--- src/rtl/gradient_magnitude_pipe.sv ---
// Three-stage gradient magnitude pipeline: |g|>>SHIFT, sum of squares, quantize with saturation.
// Define GRADIENT_MAGNITUDE_EDGE_FLAG_EN to add the thresh input and registered edge_flag output.
module gradient_magnitude_pipe #(
   parameter int GW    = 10,
   parameter int PW    = 4,
   parameter int SHIFT = 4,
   parameter int STEP  = 3
) (
   input  logic          clk,
   input  logic          rst,
   input  logic [GW-1:0] gx,
   input  logic [GW-1:0] gy,
   input  logic          in_valid,
   output logic          in_ready,
   output logic [PW-1:0] pixel,
   output logic          out_valid,
`ifdef GRADIENT_MAGNITUDE_EDGE_FLAG_EN
   input  logic [PW-1:0] thresh,
   output logic          edge_flag,
`endif
   input  logic          out_ready
);

   localparam int AW   = GW - SHIFT;
   localparam int SW   = 2 * AW + 1;
   localparam int MAXP = (2 ** PW) - 1;

   logic          en;
   logic          s1_valid;
   logic [AW-1:0] s1_ax;
   logic [AW-1:0] s1_ay;
   logic          s2_valid;
   logic [SW-1:0] s2_sum;
   logic [SW-1:0] quot;
   logic [PW-1:0] pixel_next;

   // Magnitude is formed unsigned in GW bits so the most negative input maps to 2^(GW-1).
   function automatic logic [AW-1:0] abs_shift(input logic [GW-1:0] g);
      logic [GW-1:0] m;
      m = g[GW-1] ? (~g + 1'b1) : g;
      return m[GW-1:SHIFT];
   endfunction

   assign en       = !(out_valid && !out_ready);
   assign in_ready = en && !rst;

   always_comb begin
      quot       = s2_sum / SW'(STEP);
      pixel_next = quot[PW-1:0];
      if (quot > SW'(MAXP)) begin
         pixel_next = {PW{1'b1}};
      end
   end

   // Bubbles advance as invalid stages; pixel only loads when a real sample reaches S3.
   always_ff @(posedge clk) begin
      if (rst) begin
         s1_valid  <= 1'b0;
         s1_ax     <= '0;
         s1_ay     <= '0;
         s2_valid  <= 1'b0;
         s2_sum    <= '0;
         out_valid <= 1'b0;
         pixel     <= '0;
      end else if (en) begin
         s1_valid  <= in_valid;
         s1_ax     <= abs_shift(gx);
         s1_ay     <= abs_shift(gy);
         s2_valid  <= s1_valid;
         s2_sum    <= SW'(s1_ax) * SW'(s1_ax) + SW'(s1_ay) * SW'(s1_ay);
         out_valid <= s2_valid;
         if (s2_valid) begin
            pixel <= pixel_next;
         end
      end
   end

`ifdef GRADIENT_MAGNITUDE_EDGE_FLAG_EN
   always_ff @(posedge clk) begin
      if (rst) begin
         edge_flag <= 1'b0;
      end else if (en && s2_valid) begin
         edge_flag <= (pixel_next >= thresh);
      end
   end
`endif

endmodule

--- config.mk ---
export PLATFORM = sky130hd
export DESIGN_NAME = gradient_magnitude_pipe
export DESIGN_NICKNAME = d
export VERILOG_FILES = /design/src/rtl/gradient_magnitude_pipe.sv
export SDC_FILE = /design/constraint.sdc
export NUM_CORES = 1
export LEC_CHECK = 0
export BUFFER_PORTS_ARGS = -buffer_cell sky130_fd_sc_hd__buf_4
export CAP_MARGIN = 20
export CELL_PAD_IN_SITES_DETAIL_PLACEMENT = 1
export CELL_PAD_IN_SITES_GLOBAL_PLACEMENT = 1
export CORE_UTILIZATION = 47
export DETAILED_ROUTE_END_ITERATION = 10
export PLACE_DENSITY = 0.82
export SLEW_MARGIN = 30
export SYNTH_ARGS = -nofsm -noshare
export SYNTH_HDL_FRONTEND = slang
export SYNTH_SLANG_ARGS = --single-unit
--- constraint.sdc ---
create_clock -name clk -period 5.64 [get_ports clk]
set_input_delay 0.564 -clock clk [delete_from_list [all_inputs] [get_ports clk]]
set_output_delay 0.564 -clock clk [all_outputs]
set_load 0.02 [all_outputs]
=== Word level (Yosys, flattened, before mapping) ===
Index checks and enable logic that the tools add are counted.

* Register bits: 32
* Latch bits: 0
* RAM bits: 0
* Memory bits (read-only): 0
* Logic and storage cells: 26
* Memories: 0

* Add/sub/neg operators: 3
* $mul: 2
* Divide/modulo/power cells: 1
* Magnitude comparators: 1
* Equality and inequality tests: 0
* Shifts and indexed selects: 0
* Multiplexer cells: 3
* Bitwise gates (word level): 3
* Reduce and logical (&&, ||, !) cells: 6

{| class="wikitable"
|+ Operators by type and width
! cell !! number
|-
| $mul 6x6->12 || 2
|-
| $add 10x1->10 const B || 2
|-
| $mux 10 || 2
|-
| $not 10->10 || 2
|-
| $add 12x12->13 || 1
|-
| $div 13x2->13 const B || 1
|-
| $gt 13x4->1 const B || 1
|-
| $mux 4 || 1
|-
| $logic_not 1->1 || 3
|-
| $logic_and 1x1->1 || 2
|-
| $reduce_and 2->1 || 1
|-
| $not 1->1 || 1
|}

=== Longest topological paths before layout ===
Gate-level depths: netlist of the first run.

* Word-level depth: 4
* Depth in mapped cells: 22
* Depth with buffers taken out: 21

=== Worst setup path before layout of the first run ===
No wires, ideal clock.

* Kind: reg2reg
* Start point: reg s1_ay[3]
* End point: reg s2_sum[11]
* Library setup time: 70 ps
* Arrival time: 4919 ps
* Data required time: 5570 ps
* Path slack: 651 ps
* Stages on the path, launching flop included: 21
* Buffers on the path: 1
* Cells stage by stage: dfxtp_1 > clkbuf_1 > nand2_1 > fa_1 > fa_1 > inv_1 > fa_1 > fa_1 > inv_1 > fa_1 > inv_1 > ha_1 > a21o_1 > a21oi_1 > o21ai_0 > a21oi_1 > o21bai_1 > a21oi_1 > xnor2_1 > nand2_1 > a21oi_1

* Cells in the longest elaborated chain, start to end: 2

{| class="wikitable"
|+ Ends and longest elaborated chain
! element !! RTL line !! text
|-
| start, declared || 31 || <nowiki>logic [AW-1:0] s1_ay;</nowiki>
|-
| start signal, assigned || 68 || <nowiki>s1_ay <= abs_shift(gy);</nowiki>
|-
| $mul 6x6->12 || 70 || <nowiki>s2_sum <= SW'(s1_ax) * SW'(s1_ax) + SW'(s1_ay) * SW'(s1_ay);</nowiki>
|-
| $add 12x12->13 || 70 ||
|-
| end signal, assigned || 70 ||
|-
| end, declared || 33 || <nowiki>logic [SW-1:0] s2_sum;</nowiki>
|}

No other way between the ends.
A chain may end at the register's enable or synchronous reset.

=== Final worst setup path of the first run ===
* Start point: reg s1_ax[2]
* End point: reg s2_sum[12]

* Cells in the longest elaborated chain, start to end: 2

{| class="wikitable"
|+ Ends and longest elaborated chain
! element !! RTL line !! text
|-
| start, declared || 30 || <nowiki>logic [AW-1:0] s1_ax;</nowiki>
|-
| start signal, assigned || 67 || <nowiki>s1_ax <= abs_shift(gx);</nowiki>
|-
| $mul 6x6->12 || 70 ||
|-
| $add 12x12->13 || 70 ||
|}

No other way between the ends.

==> impl_results.md, run 1 <==
* Die W at 92.5 um
* Final Max Slew Viols at 0
* F_max at 191 MHz
* Setup crit start: s1_ax[2]
* Tightest Pin Transition at 0.714 ns
* CP Max Fanout at 8
* Crit Reg-Reg Endpoint: s2_sum[12]
* Pre-CTS WS at 0.348 ns
* Slew HR at 51.9%
* Maxcap violations at 0
* Clk_skew at 0.00653 ns
* Number of global-route vias before repair at 3445
* Setup slack after layout at 0.413 ns
* Leading area contributor after synthesis: fa_1
* Synth top area share at 17.7%
* M1 WL at 4380 um
* R2r setup slk at 0.41 ns
* CP arrival at 5.45 ns
* Post-synth cell types at 69
* Critical path class: register to register
* Pin count of the biggest net entering global routing at 38
* Post-CTS Setup Bufs at 0
* Placed Instance Area at 4080 um2
* EDFF count, synth at 0
* Post-synthesis sequential area ratio at 16.6%
* Design Area, Final at 4210 um2
* DR vias at 3244
* Post-route ant nets at 0
* Max Buffers Root-to-Sink at 2
* Predominant post-synthesis flop cell: dfxtp_1
* Layout cells sized above 1 at 13.1%
* PD cells at 289 nW/um2
* #FFs+latches synth at 32
* Placed Cells at 575
* Status: finished clean
* Area grow syn2layout at 9.36%
* Wire per inst at 16.2 um
* Hold wc startpoint: s1_valid
* H-tree depth at 2
* Gr usage total at 24.3%
* Post-DR vias/cell at 5.56
* Setup-failing EPs final at 0
* Post-Syn Area at 3850 um2
* Antenna violations before repair at 0
* Total Wirelength at 9460 um
* Gr ovfl total at 0
* Startpoint types: register
* Top Metal Used: met4
* Ys Warns at 0
* CTS clk-pin slew, worst paths at 0.07 ns
* Hold Path Class: register to register
* Worst hold stages at 2
* Global placer's final weighted congestion at 0.875
* Reg2Reg Depth at 21
* CTS Buf Count at 5
* RR Startpoint: s1_ax[2]
* Asr flop ratio synth at 0%
* Detailed Place HPWL at 7420 um
* Post-Syn Nets at 550
* Ports at 30
* Unrepaired setup endpoints after global routing: false
* CTS tree: done
* Core area at 7810 um2
* Detailed Routing Iterations Pass 1 at 4
* Tmin final at 5.23 ns
* Fin crit share at 92.7%
* Required time worst endpoint at 5.86 ns
* Die Footprint at 8560 um2
* Starting density of the core at 49.3%
* 1st-iter DRT viols at 93
* First-pass GRT wire length at 16400 um
* Critical Path End Type: register
* PortBufs at 29
* Die Y at 92.5 um
* Setup Total Neg Slack at 0 ns
* Post-Syn Instances at 467
* Pleak at 0.00182 uW
* Avg Inst Size Synth at 8.24 um2
* Sink Count at 32
* DR DRC count at 0
* Root buf cell: clkbuf_8
* Final hold violations at 0
* Clk Latency, worst-skew pair at 0.29 ns
* Finished Layout Cells at 583
* Ant. Diodes at 0
* Worst IR Drop VDD at 0.166 mV
* Hold endpoint: s1_valid
* DR WL met3 at 160 um
* WL met2 at 4870 um
* Largest cells by area after synthesis: fa_1 18%, dfxtp_1 17%, ha_1 8.1%
* FP Rows at 32
* Nets at 563
==> kinds of logic (layout without fill, tap and decap cells) <==
group | count (synthesis) | count (layout) | synth area share [%]
compound gates | 109 | 109 | 20.9
xor+xnor | 25 | 25 | 5.88
fa+ha+maj | 59 | 59 | 25.8
buf+inv | 83 | 97 | 9.16
flops | 32 | 32 | 16.6
mux | 3 | 3 | 0.780
simple gates | 156 | 156 | 20.8
==> worst max-delay path: stages, from the launching register on <==
cell      delay (ns)
dfxtp_1         0.40
and2_1          0.21
fa_1            0.51
inv_1           0.07
fa_1            0.50
inv_1           0.05
fa_1            0.48
inv_1           0.06
fa_1            0.54
inv_1           0.06
fa_1            0.47
ha_1            0.33
nor2b_1         0.15
o21ai_0         0.22
a21boi_1        0.13
o21a_1          0.19
o21ai_0         0.16
nand2b_1        0.08
a21oi_1         0.19
xnor2_1         0.14
nand2_1         0.07
a21oi_1         0.17
==> area by class of cell <==
cell class              instances  area, um2
multi-input cells             352       2860
inverters                      57        214
repair buffers                 32        240
clock buffers                   7       96.3
flip-flops and latches         32        646
fillers                       959       3600
clock inverters                 1       30.0
well taps                     102        128
==> per-layer routing <==
layer	global-route usage, %	vias to the layer above
li1	-	1590
met3	3.45	5
met4	3.65	0
met2	43.3	32
met5	0	-
met1	31.5	1617
==> synth_stat cells (2+ instances only) <==
library cell,count
or4_1,2
nand4_1,2
nor2_1,29
o21a_1,2
ha_1,25
xnor2_1,13
buf_2,6
nor3_1,4
nor4_1,5
nand2b_1,4
fa_1,34
buf_6,4
a211oi_1,18
a311oi_2,2
nor4b_1,2
xor2_1,11
nand3b_1,2
a21boi_0,3
and2_1,20
nand2_1,56
nand3_1,3
a21o_1,2
inv_1,56
a221o_1,3
nor2b_1,11
dfxtp_1,32
mux2i_1,3
o21ai_0,20
a21oi_1,33
clkbuf_1,15
o31ai_4,2
nor3b_1,2
o31ai_1,5
==> repair_timing <==
item                                    in CTS  in global routing
hold buffers                                 0                  0
gates resized for setup                      0                  5
endpoints found under the setup margin       0                  1
==> state kept, by name, summed over array words and instances (netlist names) <==
register / count
s1_valid: 1
s2_valid: 1
s1_ax: 6
s2_sum: 13
out_valid: 1
s1_ay: 6
pixel: 4
==> cells in the final DEF (no fill, tap or decap), types with 5 or more instances in the layout <==
cell type,Yosys,final
nor2b_1,11,11
and2_1,20,20
o21ai_0,20,20
a21oi_1,33,33
nor2_1,29,29
o31ai_1,5,5
nand2_1,56,56
ha_1,25,25
clkbuf_8,0,7
buf_4,1,32
inv_1,56,56
dfxtp_1,32,28
xor2_1,11,11
xnor2_1,13,13
nor4_1,5,5
a211oi_1,18,18
fa_1,34,34
==> how the worst max path moves through the flow <==
stage                 end  slack [ns]  cells after the start
4_1_cts        s2_sum[12]        0.32                     19
3_3_place_gp   s2_sum[12]        0.57                     19
5_1_grt        s2_sum[12]        0.03                     21
6_report       s2_sum[12]        0.41                     21
3_5_place_dp   s2_sum[12]        0.35                     19
2_1_floorplan  s2_sum[11]        0.65                     20
==> metrics by stage <==
step	total power [uW]	utilization (%)	hold slack [ns]
final	1220	53.9	0.463
after global routing	1320	53.9	0.486
after CTS	1220	53.9	0.463
after detailed placement	972	52.2	0.455
after global placement	937	52.2	0.439
after floorplan	833	-	0.432
==> where the power goes <==
part           internal (uW)  total [uW]  switching (uW)  leakage, uW
combinational            269         634             364      0.00149
sequential               254         338            84.0     0.000265
clock                    156         247            90.9    0.0000645
total                    679        1220             539      0.00182
(Power assumes the default switching activity.)
==> inputs of run 2 (changes only) <==
- CORE_UTILIZATION: 47 -> 35
- PLACE_DENSITY: 0.82 -> 0.64
==> run 2 against run 1 <==
Compared with the run above:
- via count is 2.9% lower
- critical path depth shrank 2
- first-iteration DRC count rose by 22%
- largest power group unchanged
- power is 7.1% lower
- final area is essentially flat
- critical endpoint is now s2_sum[11]
- non-clock buffer count is 1 lower
- clock skew rose by 0.00070 ns
- combinational power is 4.3% lower
- flip-flop and latch count did not move
- die area is 33% higher
==> impl_results.md, run 2 (synthesized netlist as in run 1, its figures left out) <==
* Fin crit share at 92.4% (-0.26 points)
* Tmin final at 5.21 ns (-0.0148 ns)
* Top Registers: s2_sum: 13 flops, s1_ax: 6 flops, s1_ay: 6 flops
* Ant. Diodes at 0 (unchanged)
* Most frequent cells in the layout: 56 x nand2_1, 56 x inv_1, 34 x fa_1
* Hold Path Class: register to register
* CTS tree: done
* CTS clk-pin slew, worst paths at 0.08 ns (about the same)
* Nets at 562 (-0.18%)
* R2r setup slk at 0.43 ns (about the same)
* First-pass GRT wire length at 15500 um (-5.5%)
* Global placer's final weighted congestion at 0.795 (-9.1%)
* Critical path cell sequence: nand2_1, fa_1, fa_1, inv_1, fa_1, fa_1, inv_1, fa_1, inv_1, ha_1, a21o_1, a21oi_1, o21ai_0, a21oi_1, o21bai_1, a21oi_1, xnor2_1, nand2_1, a21oi_1
* Pin count of the biggest net entering global routing at 38 (unchanged)
* Most used cell, CP: fa_1
* Ports at 30 (unchanged)
* 1st-iter DRT viols at 113 (+22%)
* Gr usage total at 16.9% (-7.3 points)
* Post-DR vias/cell at 5.12 (-8.1%)
* Maxcap violations at 0 (unchanged)
* Worst IR Drop VDD at 0.158 mV (-4.4%)
* Power share of the clock group at 16.7% (-3.5 points)
* FP Rows at 37 (+16%)
* CP Max Fanout at 8 (unchanged)
* Die W at 107 um (+16%)
* F_max at 192 MHz (+0.28%)
* Antenna violations before repair at 0 (unchanged)
* Cts repair resizes at 0 (unchanged)
* Pleak at 0.00179 uW (-1.7%)
* PD cells at 269 nW/um2 (-7.1%)
* Max Buffers Root-to-Sink at 2 (unchanged)
* Required time worst endpoint at 5.87 ns (about the same)
* DR vias at 3151 (-2.9%)
* H-tree depth at 2 (unchanged)
* Crit path max-delay cell type: fa_1
* Post-route ant nets at 0 (unchanged)
* Max stage delay on crit path at 0.58 ns (+0.04 ns)
* Setup Total Neg Slack at 0 ns (unchanged)
* Sink Count at 32 (unchanged)
* Reg2Reg Depth at 19 (-9.5%)
* Most flops, register: s2_sum
* Worst hold stages at 2 (unchanged)
* Unrepaired setup endpoints after global routing: false
* Placed Cells at 608 (+5.7%)
* Final core occ at 40.0% (-14 points)
* Final Max Slew Viols at 0 (unchanged)
* Number of global-route vias before repair at 3368 (-2.2%)
* Setup-failing EPs final at 0 (unchanged)
* Root buf cell: clkbuf_8
* CTS Buf Count at 5 (unchanged)
* Startpoint types: register
* Slew HR at 55.8% (+3.8 points)
* Clk Latency, worst-skew pair at 0.29 ns (about the same)
* Net Sw Frac at 46.5% (+2.2 points)
* Clk_skew at 0.00723 ns (+0.000703 ns)
* Wire per inst at 14.7 um (-9.7%)
* Post-CTS Setup Bufs at 0 (unchanged)
* CP delay by family, top: adder cells
* Crit path buf inv count at 3 (-1)
* Hold-fix buffers at CTS at 0 (unchanged)
* Status: finished clean
* Gr ovfl total at 0 (unchanged)
* Area grow syn2layout at 9.26% (about the same)
* Final hold violations at 0 (unchanged)
* Die Y at 107 um (+16%)
* PortBufs at 29 (unchanged)
* Total Wirelength at 9030 um (-4.6%)
* Critical Path End Type: register
* Core area at 10500 um2 (+35%)
* Detailed Place HPWL at 7180 um (-3.2%)
* Seq pwr share at 29.6% (+1.9 points)
* Max reg flops at 13 (unchanged)
* Setup slack after layout at 0.428 ns (+0.0148 ns)
* Final hold slack at 0.468 ns (+0.00544 ns)
* Logic pwr share at 53.7% (+1.7 points)
* Detailed Routing Iterations Pass 1 at 4 (unchanged)
* DR DRC count at 0 (unchanged)
* Die Footprint at 11400 um2 (+33%)
* Critical path class: register to register
* Starting density of the core at 36.6% (-13 points)
* Instance count on the critical path at 19 (-9.5%)
* Cell Int Power at 606 uW (-11%)
* Layout cells sized above 1 at 12.1% (-1.0 points)
* Finished Layout Cells at 616 (+5.7%)
* Pre-CTS WS at 0.389 ns (+0.0412 ns)
* NetSw at 526 uW (-2.5%)
* CP arrival at 5.44 ns (about the same)
* Tightest Pin Transition at 0.657 ns (-0.0570 ns)
[run 2: final timing paths]
path	start	end
worst max-delay path	s1_ay[0]	s2_sum[11]
worst min-delay path	s1_valid	s2_valid
worst max register to register	s1_ay[0]	s2_sum[11]
worst min register to register	s1_valid	s2_valid
[run 2: power by group through the flow]
stage          clock (uW)  combinational [uW]  sequential (uW)
3_3_place_gp            0                 591              337
2_1_floorplan           0                 551              282
3_5_place_dp            0                 613              338
5_1_grt               205                 694              343
6_report              189                 607              335
4_1_cts               196                 617              333
[run 2: per-stage QoR]
stage / power (uW) / cell area, um2
5_1_grt: 1240 / 4210
6_report: 1130 / 4210
3_5_place_dp: 952 / 4110
4_1_cts: 1150 / 4210
3_3_place_gp: 929 / 4110
2_1_floorplan: 833 / 3850
[run 2: final cells by class]
type                       instances  area, um2
tap                              136        170
sequential                        32        641
inverter                          57        214
multi-input combinational        352       2860
clock inverter                     3       23.8
timing repair buffer              31        233
clock buffer                       5       68.8
fill                            1281       6300
[run 2: layer usage]
metal	up-vias	track usage, %	part of all wire [%]
met3	5	2.25	1.9
met5	-	0	0
met1	1517	20.8	47
li1	1600	-	-
met4	0	3.42	0.83
met2	29	31.3	50
[run 2: worst reg2reg max path: cells and delay by family (launching register included)]
family	cells	cell delay, ns
AOI/OAI and AO/OA	7	1.16
buffers and inverters	3	0.17
adders and majority gates	6	3.01
and+or+nand+nor	2	0.20
DFF	1	0.47
xor gates and xnor gates	1	0.13
